`src/rtl/mem_port_arbiter.sv`:
```
// Shares one external bus port between instruction fetch (IF) and data access (MEM).
// Optional bus-hang watchdog enabled by defining ARB_TIMEOUT_EN.
module mem_port_arbiter #(
   parameter int AW      = 32,
   parameter int DW      = 32,
   parameter int TIMEOUT = 255
) (
   input  logic            clk,
   input  logic            rst,
   input  logic            if_req,
   input  logic [AW-1:0]   if_addr,
   output logic [DW-1:0]   if_rdata,
   output logic            if_ready,
   input  logic            mem_req,
   input  logic            mem_we,
   input  logic [AW-1:0]   mem_addr,
   input  logic [DW-1:0]   mem_wdata,
   input  logic [DW/8-1:0] mem_sel,
   output logic [DW-1:0]   mem_rdata,
   output logic            mem_ready,
   output logic            bus_req,
   output logic            bus_we,
   output logic [AW-1:0]   bus_addr,
   output logic [DW-1:0]   bus_wdata,
   output logic [DW/8-1:0] bus_sel,
   input  logic            bus_ack,
   input  logic [DW-1:0]   bus_rdata,
   output logic            bus_err,
   output logic            stallreq_if,
   output logic            stallreq_mem
);

   typedef enum logic [1:0] {
      S_IDLE    = 2'd0,
      S_GNT_IF  = 2'd1,
      S_GNT_MEM = 2'd2
   } state_e;

   state_e          state_q, state_d;
   logic            bus_req_q, bus_req_d;
   logic            bus_we_q, bus_we_d;
   logic [AW-1:0]   bus_addr_q, bus_addr_d;
   logic [DW-1:0]   bus_wdata_q, bus_wdata_d;
   logic [DW/8-1:0] bus_sel_q, bus_sel_d;
   logic [DW-1:0]   if_rdata_q, if_rdata_d;
   logic [DW-1:0]   mem_rdata_q, mem_rdata_d;
   logic            if_ready_q, if_ready_d;
   logic            mem_ready_q, mem_ready_d;
   logic            mem_grant_s, if_grant_s;

`ifdef ARB_TIMEOUT_EN
   localparam int CW_RAW = $clog2(TIMEOUT + 1);
   localparam int CW     = (CW_RAW < 8) ? 8 : CW_RAW;
   localparam logic [CW-1:0] TO_CNT = CW'(TIMEOUT);

   logic [CW-1:0] cnt_q, cnt_d, cnt_inc_s;
   logic          bus_err_q, bus_err_d;

   assign cnt_inc_s = cnt_q + {{(CW-1){1'b0}}, 1'b1};
   assign bus_err   = bus_err_q;
`else
   assign bus_err   = 1'b0;
`endif

   // A requester whose ready is pulsing this cycle is locked out, so the other side gets a turn.
   assign mem_grant_s = mem_req & ~mem_ready_q;
   assign if_grant_s  = if_req & ~if_ready_q;

   // Next-state and registered-output computation.
   always_comb begin
      state_d     = state_q;
      bus_req_d   = bus_req_q;
      bus_we_d    = bus_we_q;
      bus_addr_d  = bus_addr_q;
      bus_wdata_d = bus_wdata_q;
      bus_sel_d   = bus_sel_q;
      if_rdata_d  = if_rdata_q;
      mem_rdata_d = mem_rdata_q;
      if_ready_d  = 1'b0;
      mem_ready_d = 1'b0;
`ifdef ARB_TIMEOUT_EN
      cnt_d       = cnt_q;
      bus_err_d   = 1'b0;
`endif
      case (state_q)
         S_IDLE: begin
            if (mem_grant_s) begin
               state_d     = S_GNT_MEM;
               bus_req_d   = 1'b1;
               bus_we_d    = mem_we;
               bus_addr_d  = mem_addr;
               bus_wdata_d = mem_wdata;
               bus_sel_d   = mem_sel;
`ifdef ARB_TIMEOUT_EN
               cnt_d       = {CW{1'b0}};
`endif
            end else if (if_grant_s) begin
               state_d     = S_GNT_IF;
               bus_req_d   = 1'b1;
               bus_we_d    = 1'b0;
               bus_addr_d  = if_addr;
               bus_wdata_d = {DW{1'b0}};
               bus_sel_d   = {(DW/8){1'b1}};
`ifdef ARB_TIMEOUT_EN
               cnt_d       = {CW{1'b0}};
`endif
            end else begin
               state_d = S_IDLE;
            end
         end
         S_GNT_IF, S_GNT_MEM: begin
            if (bus_ack) begin
               state_d   = S_IDLE;
               bus_req_d = 1'b0;
               bus_we_d  = 1'b0;
               if (state_q == S_GNT_IF) begin
                  if_rdata_d = bus_rdata;
                  if_ready_d = 1'b1;
               end else begin
                  mem_rdata_d = bus_rdata;
                  mem_ready_d = 1'b1;
               end
            end
`ifdef ARB_TIMEOUT_EN
            else if (cnt_inc_s == TO_CNT) begin
               state_d   = S_IDLE;
               bus_req_d = 1'b0;
               bus_we_d  = 1'b0;
               bus_err_d = 1'b1;
               if (state_q == S_GNT_IF) begin
                  if_rdata_d = {DW{1'b0}};
                  if_ready_d = 1'b1;
               end else begin
                  mem_rdata_d = {DW{1'b0}};
                  mem_ready_d = 1'b1;
               end
            end else begin
               cnt_d = cnt_inc_s;
            end
`else
            else begin
               state_d = state_q;
            end
`endif
         end
         default: begin
            state_d   = S_IDLE;
            bus_req_d = 1'b0;
            bus_we_d  = 1'b0;
         end
      endcase
   end

   // State and bus-side registers; reset abandons any transaction in flight.
   always_ff @(posedge clk or negedge rst) begin
      if (!rst) begin
         state_q     <= S_IDLE;
         bus_req_q   <= 1'b0;
         bus_we_q    <= 1'b0;
         bus_addr_q  <= {AW{1'b0}};
         bus_wdata_q <= {DW{1'b0}};
         bus_sel_q   <= {(DW/8){1'b0}};
         if_rdata_q  <= {DW{1'b0}};
         mem_rdata_q <= {DW{1'b0}};
         if_ready_q  <= 1'b0;
         mem_ready_q <= 1'b0;
`ifdef ARB_TIMEOUT_EN
         cnt_q       <= {CW{1'b0}};
         bus_err_q   <= 1'b0;
`endif
      end else begin
         state_q     <= state_d;
         bus_req_q   <= bus_req_d;
         bus_we_q    <= bus_we_d;
         bus_addr_q  <= bus_addr_d;
         bus_wdata_q <= bus_wdata_d;
         bus_sel_q   <= bus_sel_d;
         if_rdata_q  <= if_rdata_d;
         mem_rdata_q <= mem_rdata_d;
         if_ready_q  <= if_ready_d;
         mem_ready_q <= mem_ready_d;
`ifdef ARB_TIMEOUT_EN
         cnt_q       <= cnt_d;
         bus_err_q   <= bus_err_d;
`endif
      end
   end

   assign bus_req   = bus_req_q;
   assign bus_we    = bus_we_q;
   assign bus_addr  = bus_addr_q;
   assign bus_wdata = bus_wdata_q;
   assign bus_sel   = bus_sel_q;
   assign if_rdata  = if_rdata_q;
   assign mem_rdata = mem_rdata_q;
   assign if_ready  = if_ready_q;
   assign mem_ready = mem_ready_q;

   assign stallreq_if  = rst & if_req & ~if_ready_q;
   assign stallreq_mem = rst & mem_req & ~mem_ready_q;

endmodule

```
`config.mk`:
```
export PLATFORM = sky130hd
export DESIGN_NAME = mem_port_arbiter
export DESIGN_NICKNAME = d
export VERILOG_FILES = /design/src/rtl/mem_port_arbiter.sv
export SDC_FILE = /design/constraint.sdc
export NUM_CORES = 1
export LEC_CHECK = 0
export ABC_CLOCK_PERIOD_IN_PS = 1600
export CAP_MARGIN = 0
export CORE_ASPECT_RATIO = 1.5
export CORE_MARGIN = 4
export CORE_UTILIZATION = 30
export CTS_BUF_LIST = sky130_fd_sc_hd__clkbuf_16
export DETAILED_ROUTE_END_ITERATION = 12
export HOLD_SLACK_MARGIN = 0.03
export PLACE_DENSITY = 0.65
export SYNTH_ARGS = -nofsm -noshare
export SYNTH_HDL_FRONTEND = slang
export SYNTH_SLANG_ARGS = --single-unit
```
`constraint.sdc`:
```
create_clock -name clk -period 1.6 [get_ports clk]
set_input_delay 0.32 -clock clk [delete_from_list [all_inputs] [get_ports clk]]
set_output_delay 0.32 -clock clk [all_outputs]
set_load 0.01 [all_outputs]
```
---- Yosys cells after proc, flatten, opt, wreduce, memory -nomap -nowiden ----
Cells that the tools add are included.
storage, ports and cells
  bits in registers ....................... 138
  bits of input ports ..................... 138
  output and inout port bits .............. 139
operators by class
  reduce and logical (&&, ||, !) cells .... 7
  bitwise gates (word level) .............. 9
  mux-type cells .......................... 23
  eq/ne operators ......................... 4
operators by type and width
  cell                                                 count
  two-way mux 32 bit                                   4
  two-way mux 1 bit                                    12
  two-way mux 4 bit                                    2
  AND 1 bit                                            6
  AND reduction 3 bit                                  2
  two-way mux 2 bit                                    2
  one-hot mux 1 bit (2 select lines)                   2
  one-hot mux 2 bit (2 select lines)                   1
  AND reduction 2 bit                                  2
  inequality test 3 bit, second input constant         1
  inverter 1 bit                                       3
  equality test 2 x 1 -> 1 bit, second input constant  1
  equality test 2 bit, second input constant           1
  zero test 2 bit                                      1
  inequality test 2 bit, second input constant         1
  nonzero test 2 bit                                   1
  OR reduction 2 bit                                   1

---- Longest topological paths before layout ----
  depth in word-level cells ............... 5
  gate-level depth with buffers ........... 7

---- Least setup slack after synthesis ----
OpenSTA, ideal clock, no wires.
  kind .................................... reg2reg
  start ................................... register state_q[0]
  end ..................................... register bus_addr_q[10] (netlist: bus_addr[10])
  stages on the path, launching flop included .. 7
  path slack .............................. 0.041 ns
  clock period less this slack ............ 1.559 ns
  arrival ................................. 1.434 ns
  cell sequence ........................... dfrtp_1 -> inv_1 -> ha_1 -> a21boi_2 -> buf_6 -> buf_6 -> mux2_4
on the way
  word-level cells in the longest chain between the ends .. 2
RTL lines
  what                           line  RTL
  start, declared                39    state_e state_q, state_d;
  start signal, assigned         172   state_q <= state_d;
  zero test 2 bit                85    case (state_q)
  AND reduction 2 bit (no line)  --
  end signal, assigned           160   bus_addr_q <= {AW{1'b0}};
  end signal, assigned           175   bus_addr_q <= bus_addr_d;
  end, declared                  42    logic [AW-1:0] bus_addr_q, bus_addr_d;
No other way between the ends.
A chain may end at the register's enable or synchronous reset.

---- Worst setup path after layout ----
  start ................................... register state_q[1]
  end ..................................... register mem_rdata_q[20] (netlist: mem_rdata[20])
on the way
  word-level cells in the longest chain between the ends .. 3
  elaborated cells on any way between the ends .. 5
  those cells by class .................... eq/ne (2); bitwise (1); reduce/logical (2)
RTL lines
  what                                                                        line     RTL
  equality test 2 x 1 -> 1 bit / equality test 2 bit (equally long branches)  85, 116
  OR reduction 2 bit / inverter 1 bit (equally long branches)                 --
  AND reduction 3 bit (no line) *                                             --
  end signal, assigned                                                        164      mem_rdata_q <= {DW{1'b0}};
  end signal, assigned                                                        179      mem_rdata_q <= mem_rdata_d;
  end, declared                                                               46       logic [DW-1:0] mem_rdata_q, mem_rdata_d;
Mark *: on every way between the ends. The rest lies on a longest branch, timed or not.

==> impl_results.md <==
* Worst path arrival time at 1.87 ns
* Switching power share of the total at 32.4%
* Status: completed
* DP Wirelength at 12,800 microns
* Global-route wire length before repair at about 26,000 microns
* Max-slew violation count at 0
* I/O pins at roughly 280
* Critical path startpoint category: register
* Post-layout minimum cycle time at 1.58 ns
* Via density at approximately 4.5
* Fin nets at 796
* Die area at 21,600 sq um
* Core Footprint at 18,800 sq um
* Worst Hold Class: in -> async
* Commonest non-fill, non-tap cell in the layout: dfrtp_1
* Final Cell Area at ~9400 sq um
* Clock skew at roughly 0.014 ns
* DR iter-0 viols at 86
* Layout cells sized above 1 at 29.0%
* Setup ws final at a little over 0.02 ns
* # rows at 61
* Fmax at 0.633 GHz
* Critical path type: reg -> reg
* Reg2reg start: state_q[1]
* Syn avg cell area at 16.2 sq um
* Final setup vio count at 0
* Worst hold slack at 0.0500 ns
* Synthesized flop and latch total at roughly 140
* CTS Buffer Depth at 2
* Grt met2 use at 28.8%
* Total CTS buffers at 17
* Period utilization at 98.7%
* Syn Std Cell Area at 5780 sq um
* Synth cell types at 26
* Via count at 4,163
* Psw at 5910 uW
* Post-DP Area at 8940 sq um
* # Max-Cap Violations at 0
* Met1 GRT Util at 16.4%
* R2r worst-path depth at 5
* Internal power at 12,300 uW
* DRT antenna net count at 0
* Worst-path cell chain: inv_1 > ha_1 > nand3b_1 > buf_12 > mux2_2
* Die H at 178 microns
* DRT Wirelength at 17,300 microns
* Comb power frac at a little under half
* CP Capture Type: register
* Final Util at 50.3%
* Pwr dens at 1930 nW/um^2
* Most frequent cells in the layout: dfrtp_1, clkdlybuf4s50_1, dlygate4sd2_1, mux2_2, mux2_4
* Leakage at 0.00447 uW
* Crit-path slowest cell: dfrtp_1
* N_diodes at 0
* CP Data Required Time at 1.89 ns
* Worst Max-Slew Pin Slew at 0.722 ns
* CTS root buffer: clkbuf_16
* DR DRC count at 0
* Largest cells by area after synthesis: dfrtp_1, mux2_2, mux2_4
* M3 GR Usage at about 5.6%
* Worst R2R Setup Slack at 0.02 ns
* Clk pin slew, worst setup/hold paths at about 0.060 ns
* Die W at roughly 120 microns
* RSZ-0062 raised after global routing: true
* Dpl ws at -0.382 ns
* CTS tree: done
* Placed instance count at 884
* Reg2reg end: mem_rdata[20]
* Gpl congestion at approximately 0.72
* Non-filler cells in the finished layout at between 900 and 1,000
* CTS H-tree depth at 4
* DR WL/cell at 18.8 microns
* CP Buf/Inv Count at 2
* Total track usage at 15.7%
* Global route overflow at 0
* YS warnings at 0
* Synth-to-Final Area Change at 63.3%
* Worst rel slew slack at 51.8%
* Drt pass-1 iters at 4
* Clk_lat worst skew at 0.41 ns
* Critical Path Max Stage Delay at around 0.38 ns
* Largest delay contributor family on the critical path: flip-flops
* Global route hottest layer: met2
* CTS Hold Bufs at 0
* CP Max Fanout at 33
* Flop pwr share at 33.2%
* Pin count of the biggest net entering global routing at 139
* Sink Count at roughly 140
* Sequential element share of the synthesized area at 59.8%
* Hold Fails Final Rpt at 0
* Initial antenna violation count at 0
* I/O Buffers at about 280
* Peak supply drop at 805 uV
* Starting density of the core at between 30% and 40%
* Clock network fraction of total power at 20.9%
* Post-synth top area cell: dfrtp_1
* Top cell type's share of synthesized area at 59.8%
* Vias in the first global route at 4,733
* Syn nets at 497
* Cells after synthesis at roughly 360
==> routing by layer <==
layer	part of all wire, %	up-vias	wire length (microns)
li1	-	1887	-
met2	54	182	9320
met3	7.9	31	1370
met1	35	2063	6140
met5	0	-	0
met4	2.7	0	474
==> synthesized netlist by cell type <==
master / n
dfrtp_1: 138
mux2_2: 76
mux2_4: 52
a22o_1: 32
buf_2: 11
buf_6: 6
inv_1: 5
nand2_1: 5
o22a_1: 5
clkbuf_1: 3
nor2b_1: 3
buf_12: 2
ha_1: 2
nand3_1: 2
nand3b_1: 2
nor2_1: 2
o21ai_0: 2
a21boi_2: 1
a21oi_1: 1
and3b_1: 1
buf_4: 1
conb_1: 1
nand2b_1: 1
nand2b_4: 1
nand4_1: 1
o21ai_1: 1
==> logic make-up (layout without fill, tap and decap cells) <==
family,after synthesis,count (layout),share of synthesized area (%)
flops,138,138,59.8
other cells,1,1,0.0649
compound gates,42,42,6.15
simple gates,18,18,1.82
mux,128,128,28.3
buf+inv,28,340,3.46
fa+ha+maj,2,2,0.433
==> how the worst max path moves through the flow <==
stage | startpoint | endpoint | slack [ns] | depth (start not counted)
floorplan | state_q[0] | bus_addr[10] | 0.04 | 6
global placement | if_req | stallreq_if | -0.40 | 4
detailed placement | if_req | stallreq_if | -0.38 | 4
CTS | state_q[1] | bus_addr[4] | -0.007 | 5
global route | state_q[1] | mem_rdata[11] | -0.05 | 5
finish | state_q[1] | mem_rdata[20] | 0.02 | 5
==> power groups by stage <==
stage / sequential (uW) / combinational [uW] / clock [uW]
floorplan: 6840 / 3700 / 0
global placement: 6090 / 9230 / 0
detailed placement: 6170 / 9390 / 0
CTS: 6070 / 8340 / 3930
global route: 6270 / 8950 / 4090
finish: 6050 / 8360 / 3800
==> through the flow <==
step,power (uW),TNS [ns]
finish,18200,0
global route,19300,-2.09
floorplan,10500,0
global placement,15300,-22.94
detailed placement,15600,-26.05
CTS,18300,-0.00697
==> what timing repair did <==
| item | in CTS | in global routing |
|---|---|---|
| cloned | 1 | 1 |
| buffers inserted | 1 | 2 |
| setup endpoints to repair | 162 | 92 |
| resized for setup | 150 | 3 |
==> sequential cells by signal, summed over array words and instances (netlist names) <==
name,count
bus_addr,32
bus_wdata,32
if_rdata,32
mem_rdata,32
bus_sel,4
state_q,2
bus_req,1
bus_we,1
if_ready,1
mem_ready,1
==> area by class of cell <==
class | count | area, sq um
repair buffers | 303 | 2920
multi-input cells | 191 | 2150
clock inverters | 15 | 146
clock buffers | 17 | 425
well taps | 252 | 315
inverters | 5 | 18.8
flip-flops and latches | 138 | 3450
fillers | 1716 | 9340
Power figures use the tool's default switching activity.
